**src/rtl/phase_scheduler_pkg.sv**
```systemverilog
// Shared constants, FSM encodings and phase-index helper for the phase scheduler.
package phase_scheduler_pkg;

    localparam int WORD_WIDTH = 16;
    localparam int MAX_PHASES = 8;

    localparam logic [2:0] ST_IDLE   = 3'd0;
    localparam logic [2:0] ST_CLEAR  = 3'd1;
    localparam logic [2:0] ST_RUN    = 3'd2;
    localparam logic [2:0] ST_ABORT  = 3'd3;
    localparam logic [2:0] ST_FINISH = 3'd4;

    // Lowest enabled index strictly above k; num when nothing is left. k = -1 finds the first.
    function automatic logic [3:0] next_enabled(input logic [7:0] mask, input int k, input int num);
        next_enabled = 4'(num);
        for (int i = MAX_PHASES - 1; i >= 0; i--) begin
            if (i > k && i < num && mask[i]) begin
                next_enabled = 4'(i);
            end
        end
    endfunction

endpackage

```
**src/rtl/phase_watchdog.sv**
```systemverilog
// Per-phase run timer: cleared while a phase is being cleared, counts while it runs.
// Latency: expired is combinational from the timer on the cycle the count hits TIMEOUT-1.
// Backpressure: none.
module phase_watchdog #(
    parameter int TIMEOUT = 255
) (
    input  logic clock,
    input  logic nrst,
    input  logic clear,
    input  logic enable,
    output logic expired
);

    logic [15:0] timer;

    always_ff @(posedge clock) begin
        if (!nrst || clear) begin
            timer <= '0;
        end else if (enable) begin
            timer <= timer + 16'd1;
        end
    end

    assign expired = enable && (timer == 16'(TIMEOUT - 1));

endmodule

```
**src/rtl/phase_scheduler.sv**
```systemverilog
// Sequences enabled one-shot phases (clear, start, wait done) and owns the shared write port.
// Latency: empty round 2 cycles from run; each phase costs 1 clear cycle plus its run cycles.
// Backpressure: none; run is only sampled in IDLE, writes outside the active RUN phase are dropped.
module phase_scheduler
    import phase_scheduler_pkg::*;
#(
    parameter int NUM_PHASES = 4,
    parameter int WORD_WIDTH = phase_scheduler_pkg::WORD_WIDTH,
    parameter int TIMEOUT    = 255
) (
    input  logic                             clock,
    input  logic                             nrst,
    input  logic                             run,
    input  logic [NUM_PHASES-1:0]            phase_en,
    output logic [NUM_PHASES-1:0]            phase_nrst,
    output logic [NUM_PHASES-1:0]            phase_start,
    input  logic [NUM_PHASES-1:0]            phase_done,
    input  logic [NUM_PHASES-1:0]            phase_wr_en,
    input  logic [NUM_PHASES*WORD_WIDTH-1:0] phase_addr,
    input  logic [NUM_PHASES*WORD_WIDTH-1:0] phase_data,
    output logic                             mem_wr_en,
    output logic [WORD_WIDTH-1:0]            mem_addr,
    output logic [WORD_WIDTH-1:0]            mem_data,
    output logic                             busy,
    output logic                             round_done,
    output logic                             timeout_err,
    output logic [2:0]                       err_phase,
    output logic [7:0]                       round_count
);

    localparam int IW = (NUM_PHASES > 1) ? $clog2(NUM_PHASES) : 1;

    logic [2:0]            state, state_nx;
    logic [3:0]            idx, idx_nx;
    logic [NUM_PHASES-1:0] mask, mask_nx;
    logic                  aborted, aborted_nx;
    logic                  set_err;
    logic                  expired;
    logic [IW-1:0]         cur, cur_nx;
    logic [7:0]            mask8;

    assign cur    = idx[IW-1:0];
    assign cur_nx = idx_nx[IW-1:0];
    assign mask8  = 8'(mask);

    phase_watchdog #(.TIMEOUT(TIMEOUT)) u_watchdog (
        .clock   (clock),
        .nrst    (nrst),
        .clear   (state == ST_CLEAR),
        .enable  (state == ST_RUN),
        .expired (expired)
    );

    always_comb begin
        state_nx   = state;
        idx_nx     = idx;
        mask_nx    = mask;
        aborted_nx = aborted;
        set_err    = 1'b0;
        case (state)
            ST_IDLE: begin
                if (run) begin
                    mask_nx    = phase_en;
                    aborted_nx = 1'b0;
                    idx_nx     = next_enabled(8'(phase_en), -1, NUM_PHASES);
                    state_nx   = (phase_en == '0) ? ST_FINISH : ST_CLEAR;
                end
            end
            ST_CLEAR: state_nx = ST_RUN;
            ST_RUN: begin
                // done takes priority over a simultaneous watchdog expiry
                if (phase_done[cur]) begin
                    idx_nx   = next_enabled(mask8, int'(idx), NUM_PHASES);
                    state_nx = (idx_nx == 4'(NUM_PHASES)) ? ST_FINISH : ST_CLEAR;
                end else if (expired) begin
                    set_err    = 1'b1;
                    aborted_nx = 1'b1;
                    state_nx   = ST_ABORT;
                end
            end
            ST_ABORT:  state_nx = ST_FINISH;
            ST_FINISH: state_nx = ST_IDLE;
            default:   state_nx = ST_IDLE;
        endcase
    end

    // Phase controls are registered from the next state so they line up with the state register.
    always_ff @(posedge clock) begin
        if (!nrst) begin
            state       <= ST_IDLE;
            idx         <= '0;
            mask        <= '0;
            aborted     <= 1'b0;
            phase_nrst  <= '0;
            phase_start <= '0;
            busy        <= 1'b0;
            round_done  <= 1'b0;
            timeout_err <= 1'b0;
            err_phase   <= '0;
            round_count <= '0;
        end else begin
            state       <= state_nx;
            idx         <= idx_nx;
            mask        <= mask_nx;
            aborted     <= aborted_nx;
            phase_nrst  <= '1;
            phase_start <= '0;
            if (state_nx == ST_CLEAR || state_nx == ST_ABORT) begin
                phase_nrst[cur_nx] <= 1'b0;
            end
            if (state_nx == ST_RUN) begin
                phase_start[cur_nx] <= 1'b1;
            end
            busy       <= (state_nx != ST_IDLE);
            round_done <= (state == ST_FINISH);
            if (state == ST_FINISH && !aborted) begin
                round_count <= round_count + 8'd1;
            end
            if (set_err) begin
                timeout_err <= 1'b1;
                err_phase   <= 3'(idx);
            end
        end
    end

    assign mem_wr_en = (state == ST_RUN) && phase_wr_en[cur];
    assign mem_addr  = mem_wr_en ? phase_addr[cur*WORD_WIDTH +: WORD_WIDTH] : '0;
    assign mem_data  = mem_wr_en ? phase_data[cur*WORD_WIDTH +: WORD_WIDTH] : '0;

endmodule

```
**config.mk**
```make
export PLATFORM = sky130hd
export DESIGN_NAME = phase_scheduler
export DESIGN_NICKNAME = d
export VERILOG_FILES = /design/src/rtl/phase_scheduler_pkg.sv /design/src/rtl/phase_watchdog.sv /design/src/rtl/phase_scheduler.sv
export SDC_FILE = /design/constraint.sdc
export NUM_CORES = 1
export LEC_CHECK = 0
export CORE_MARGIN = 4
export CORE_UTILIZATION = 40
export DETAILED_ROUTE_END_ITERATION = 10
export PLACE_DENSITY_LB_ADDON = 0.25
export SETUP_SLACK_MARGIN = 0.2
export SYNTH_ARGS = -nofsm -noshare
export SYNTH_HDL_FRONTEND = slang
export SYNTH_SLANG_ARGS = --single-unit
```
**constraint.sdc**
```tcl
create_clock -name clock -period 5.4 [get_ports clock]
set_input_delay 0.81 -clock clock [delete_from_list [all_inputs] [get_ports clock]]
set_output_delay 0.81 -clock clock [all_outputs]
set_load 0.05 [all_outputs]
```
==> flow_summary.yaml, run 1 <==
run_status:
  outcome: "completed"
die:
  io-pin-count: 198
  fp.dieH_um: 96.5
  die_area_sq_um: 9320
  initial_utilization_pct: 40.8
  fp.dieW_um: 96.5
  coreArea_sq_um: 7690
  rows: 32
layout:
  layout.nets: 647
  n_fill_cell: 611
  syn_to_final_growth_pct: 69.4
  post_route_cells_drive_above_1_share_pct: 10.8
  final_util_pct: 69.1
grt:
  grt.met2_usage_pct: 39.3
  grt_pass1_wl_um: 16800
  grt_usage_pct: 23.4
  grt_max_degree: 39
  top_usage_layer: "met2"
  grt_overflow: 0
  met1_usage_pct: 28.3
  first_global_vias: 3268
  antenna_found_initial: 1
  met3_usage_pct: 8.06
placed_design:
  place.gp.congestion: 0.783
  post-place-ws_ns: 1.63
  dp_hpwl_um: 9230
  port_buffers: 197
timing:
  setup_tns_ns: 0
  tightest_slew_ns: 1.22
  final-setup-viol-count: 0
  fin_crit_sh_pct: 71.3
  setup_ws_ns: 1.55
  fmax_ghz: 0.260
  relSlewSlack_pct: 18.3
  drv_slew: 0
  rsz0062_at_grt: "no"
  skew_ns: 0.00633
  period_minus_slack_ns: 3.85
  hold_violations: 0
routing:
  firstDrtPassIters: 4
  drt-initial-drc-count: 145
  vias: 3259
  wl_per_cell_um: 18.9
  vias_per_cell: 5.39
  wirelength_um: 11400
  final_antenna_net_count: 0
  drc: 0
critical_path:
  worstSetupPathType: "register to primary output"
  crit_arrival_ns: 3.04
  critical_path_required_ns: 4.59
  worst_setup_path_end_kind: "primary output"
  crit_fanout: 26
  start_kind: "register"
power:
  pwr-share-clk_pct: 32.1
  leakagePower_nw: 1.90
  cellPowerDensity_nw_per_um2: 185
  p_sw_w: 0.000261
  swShare_pct: 26.6
  vdd_drop_max_mv: 0.194
  comb_power_share_pct: 29.1
  internal-power_w: 0.000720
  pwr-share-seq_pct: 38.8
clock_network:
  clkTransAtPathRegs_ns: 0.09
  htreeDepth: 2
  cts_setup_buffers: 0
  cts_buffers: 5
  cts_tree: "built"
  cts_resized: 0
  holdBufCountCts: 0
  root_buffer: "clkbuf_8"
  cts_max_path_buffers: 2
  clkLatencyLatePin_ns: 0.31
  cts_sinks: 48
synthesis:
  synth_cell_types: 48
  synth_fp_nets: 460
  synth-seq-cells: 48
  yosys-top-cells-area: "dfxtp_1 31%, mux4_2 24%, and3_1 6.6%"
  netlist_area_sq_um: 3130
  yosysSeqAreaShare_pct: 30.7
  synth_warnings: 0
  synth.largest_area_cell: "dfxtp_1"
  yosys.area.top_type_share_pct: 30.7
  synthCells: 314
  syn_avg_cell_area_sq_um: 9.98
min_path:
  hold_class: "register to register"
run:
  max_cap_violations: 0
-- synth_stat cells, drive strengths merged --
library cell and instances:
dfxtp 48, nor2 43, mux4 34, and3 33, nand2 18, clkbuf 13, xnor2 12, nand3 8
xor2 8, a21oi 7, buf 7, inv 7, nand2b 6, nand4 6, nor3 6, o21a 6
o21ai 6, mux2i 5, nor4 5, a211oi 3, and2 3, ha 3, nor3b 3, nor4b 3
a31oi 2, and4 2, nor2b 2, o211ai 2, or2 2, or3 2, a2111oi 1, and3b 1
nand3b 1, nand4b 1, nand4bb 1, o211a 1, o31ai 1, or3b 1, or4b 1
-- flip-flops by register name (all words and copies together) (netlist names) --
signal            count
aborted               1
busy                  1
err_phase             3
idx                   3
mask                  3
phase_nrst            4
phase_start           4
round_count           8
round_done            1
state                 3
timeout_err           1
u_watchdog.timer     16
-- power groups by stage --
stage / combinational (W) / sequential [W] / clock (W)
finish: 0.000285 / 0.000380 / 0.000315
global route: 0.000303 / 0.000383 / 0.000334
global placement: 0.000279 / 0.000389 / 0
detailed placement: 0.000286 / 0.000389 / 0
CTS: 0.000287 / 0.000381 / 0.000318
floorplan: 0.000134 / 0.000394 / 0
-- cell type report --
type                            instances  area (sq um)  share of cell area, %
Inverter                                7          26.3                  0.495
Clock buffer                            5          68.8                   1.30
Antenna cell                            1          2.50                 0.0471
Sequential cell                        48           963                   18.1
Clock inverter                          3          68.8                   1.30
Timing Repair Buffer                  200          1990                   37.6
Multi-Input combinational cell        239          2060                   38.8
Tap cell                              102           128                   2.40
-- worst paths after layout --
kind | startpoint | cells past startpoint | slack (ns) | to
worst max-delay path | idx[0]$_SDFF_PN0_ | 4 | 1.55 | mem_data[3]
worst min-delay path | mask[1]$_SDFFE_PN0P_ | 2 | 0.48 | mask[1]$_SDFFE_PN0P_
worst max register to register | state[1]$_SDFF_PN0_ | 6 | 2.41 | phase_nrst[1]$_SDFF_PN0_
worst min register to register | mask[1]$_SDFFE_PN0P_ | 2 | 0.48 | mask[1]$_SDFFE_PN0P_
-- cell families (layout without fill, tap and decap cells) --
logic type / count (synthesis) / count (layout) / synth area share [%]
compound gates: 29 / 29 / 6.11
xor+xnor: 20 / 20 / 5.59
fa+ha+maj: 3 / 3 / 1.20
buf+inv: 27 / 215 / 3.67
flops: 48 / 48 / 30.7
mux: 39 / 39 / 26.0
other cells: 0 / 1 / 0
simple gates: 148 / 148 / 26.7
-- worst max-delay path, cell delays in order, from the launching register on --
cell and delay, ns:
dfxtp_2 0.83, buf_4 0.42, mux4_2 0.56, and3_1 0.20, clkdlybuf4s50_1 0.71
-- cells in the final DEF, fill, tap and decap left out, drive strengths merged, types with 5 or more instances in the layout --
| cell | synthesis | routed |
|---|---|---|
| a21oi | 7 | 7 |
| and3 | 33 | 33 |
| clkbuf | 13 | 5 |
| clkdlybuf4s50 | 0 | 197 |
| dfxtp | 48 | 48 |
| inv | 7 | 8 |
| mux2i | 5 | 5 |
| mux4 | 34 | 34 |
| nand2 | 18 | 18 |
| nand2b | 6 | 6 |
| nand3 | 8 | 8 |
| nand4 | 6 | 6 |
| nor2 | 43 | 43 |
| nor3 | 6 | 6 |
| nor4 | 5 | 5 |
| o21a | 6 | 6 |
| o21ai | 6 | 6 |
| xnor2 | 12 | 12 |
| xor2 | 8 | 8 |
-- through the flow --
stage	power (W)	hold slack [ns]	std cells	area [sq um]
6_report	0.000980	0.480	605	5310
3_3_place_gp	0.000667	0.457	596	5170
5_1_grt	0.00102	0.503	605	5310
4_1_cts	0.000986	0.475	604	5310
2_1_floorplan	0.000528	0.440	314	3130
3_5_place_dp	0.000675	0.462	596	5170
-- metal layers --
layer  up-vias  routed length, um
li1       1541                  -
met5         -                  0
met1      1556               4330
met2       137               5630
met4         0                327
met3        25               1130
(Power assumes the default switching activity.)
==> run 2: changes to the inputs <==
--- a/config.mk
+++ b/config.mk
@@ -6,7 +6,7 @@
 export NUM_CORES = 1
 export LEC_CHECK = 0
 export CORE_MARGIN = 4
-export CORE_UTILIZATION = 40
+export CORE_UTILIZATION = 37
 export DETAILED_ROUTE_END_ITERATION = 10
 export PLACE_DENSITY_LB_ADDON = 0.25
 export SETUP_SLACK_MARGIN = 0.2
==> constraint.sdc (replaced) <==
create_clock -name clock -period 3.87 [get_ports clock]
set_input_delay 0.5805 -clock clock [delete_from_list [all_inputs] [get_ports clock]]
set_output_delay 0.5805 -clock clock [all_outputs]
set_load 0.05 [all_outputs]
==> flow_summary.yaml, run 2 (same netlist as run 1, synthesis figures left out) <==
die:
  io-pin-count: 198
  coreArea_sq_um: 8220
  rows: 33
  fp.dieH_um: 100
  die_area_sq_um: 10000
  fp.dieW_um: 100
  initial_utilization_pct: 38.1
routing:
  wirelength_um: 11300
  wl_per_cell_um: 18.6
  vias_per_cell: 5.31
  drc: 0
  final_antenna_net_count: 0
  drt-initial-drc-count: 78
  vias: 3232
  firstDrtPassIters: 4
clock_network:
  clkTransAtPathRegs_ns: 0.09
  clkLatencyLatePin_ns: 0.30
  cts_buffers: 5
  htreeDepth: 2
  holdBufCountCts: 0
  root_buffer: "clkbuf_8"
  cts_sinks: 48
  cts_tree: "built"
  cts_resized: 0
  cts_setup_buffers: 0
  cts_max_path_buffers: 2
critical_path:
  critical_path.cell_chain: "mux4_2 -> and3_1 -> clkdlybuf4s50_1"
  worst_setup_path_end_kind: "primary output"
  start_kind: "register"
  crit_fanout: 33
  crit_arrival_ns: 2.80
  critical_path_required_ns: 3.29
  cp_num_buf_inv: 1
  slowest_stage: "clkdlybuf4s50_1"
  cp.depth: 3
  crit_family: "buffers and inverters"
  worstSetupPathType: "register to primary output"
  reg2reg_depth: 5
  cp_slowest_stage_delay_ns: 0.85
run:
  max_cap_violations: 0
timing:
  setup_tns_ns: 0
  drv_slew: 0
  fmax_ghz: 0.296
  tightest_slew_ns: 1.15
  period_minus_slack_ns: 3.38
  setup_ws_ns: 0.492
  skew_ns: 0.00990
  relSlewSlack_pct: 22.7
  fin_crit_sh_pct: 87.3
  hold_violations: 0
  final-setup-viol-count: 0
  rsz0062_at_grt: "no"
layout:
  post_route_cells_drive_above_1_share_pct: 10.9
  syn_to_final_growth_pct: 68.9
  regMostFlops: "u_watchdog.timer"
  final_common_cell: "clkdlybuf4s50_1"
  largest_reg_flops: 16
  mostFrequentLayoutCells: "197 x clkdlybuf4s50_1, 46 x dfxtp_1, 43 x nor2_1, 34 x mux4_2, 33 x and3_1"
  top_regs: "u_watchdog.timer: 16 flops, round_count: 8 flops"
  layout.nets: 648
  stdcell_area_sq_um: 5290
placed_design:
  place.gp.congestion: 0.848
  place_area_sq_um: 5190
  post-place-ws_ns: 0.549
  port_buffers: 197
  dp_hpwl_um: 9350
power:
  pwr-share-seq_pct: 42.4
  internal-power_w: 0.000893
  pwr-share-clk_pct: 25.3
  power_w: 0.00125
  leakagePower_nw: 1.89
  p_sw_w: 0.000355
  comb_power_share_pct: 32.3
  vdd_drop_max_mv: 0.190
  cellPowerDensity_nw_per_um2: 236
  swShare_pct: 28.5
grt:
  grt_pass1_wl_um: 17400
  grt_usage_pct: 22.0
  grt_overflow: 0
  first_global_vias: 3372
  grt_max_degree: 34
  antenna_found_initial: 1
run_status:
  outcome: "completed"
min_path:
  holdPathStages: 2
  hold_class: "register to register"
[run 2: cell types whose count changed in the layout (fill, tap and decap cells not counted), sizes merged]
cell / delta
bufinv: -2
buf: +1
clkbuf: +1
clkinv: +1
[run 2: worst reg2reg max path, cell delays in order (launching register included)]
cell	delay, ns
dfxtp_2	0.75
buf_4	0.39
mux4_2	0.43
nor3_2	0.59
nor3b_2	0.20
o21a_1	0.23
[run 2: layout make-up]
class                           instances  area [sq um]
Inverter                                7          26.3
Tap cell                              105           131
Antenna cell                            1          2.50
Fill cell                             689          2920
Clock inverter                          2          13.8
Clock buffer                            6          82.6
Multi-Input combinational cell        239          2060
Timing Repair Buffer                  201          2010
Sequential cell                        48           963
[run 2: path summary, 6_finish.rpt]
path / from / to / slack, ns
min: mask[1]$_SDFFE_PN0P_ / mask[1]$_SDFFE_PN0P_ / 0.47
max reg2reg: idx[1]$_SDFF_PN0_ / phase_nrst[0]$_SDFF_PN0_ / 1.19
min reg2reg: mask[1]$_SDFFE_PN0P_ / mask[1]$_SDFFE_PN0P_ / 0.47
max: idx[1]$_SDFF_PN0_ / mem_data[14] / 0.49
[run 2: power groups by stage]
stage | clock [W] | combinational [W] | sequential [W]
3_3_place_gp | 0 | 0.000397 | 0.000540
6_report | 0.000316 | 0.000403 | 0.000529
5_1_grt | 0.000347 | 0.000431 | 0.000532
4_1_cts | 0.000325 | 0.000406 | 0.000529
3_5_place_dp | 0 | 0.000405 | 0.000541
2_1_floorplan | 0 | 0.000187 | 0.000550
[run 2: through the flow]
stage                     utilization, %  hold slack [ns]  std cells
after floorplan                        -            0.440        314
after global placement              63.2            0.457        600
after detailed placement            63.2            0.459        600
after CTS                           64.4            0.472        608
after global routing                64.4            0.510        609
final                               64.4            0.474        609
[run 2: metal layers]
metal | up-vias | part of all wire, % | GRT usage [%] | wire, um
li1 | 1544 | - | - | -
met1 | 1542 | 39 | 26.2 | 4460
met2 | 128 | 50 | 38.3 | 5700
met3 | 18 | 7.9 | 6.18 | 891
met4 | 0 | 2.6 | 7.46 | 291
met5 | - | 0 | 0 | 0
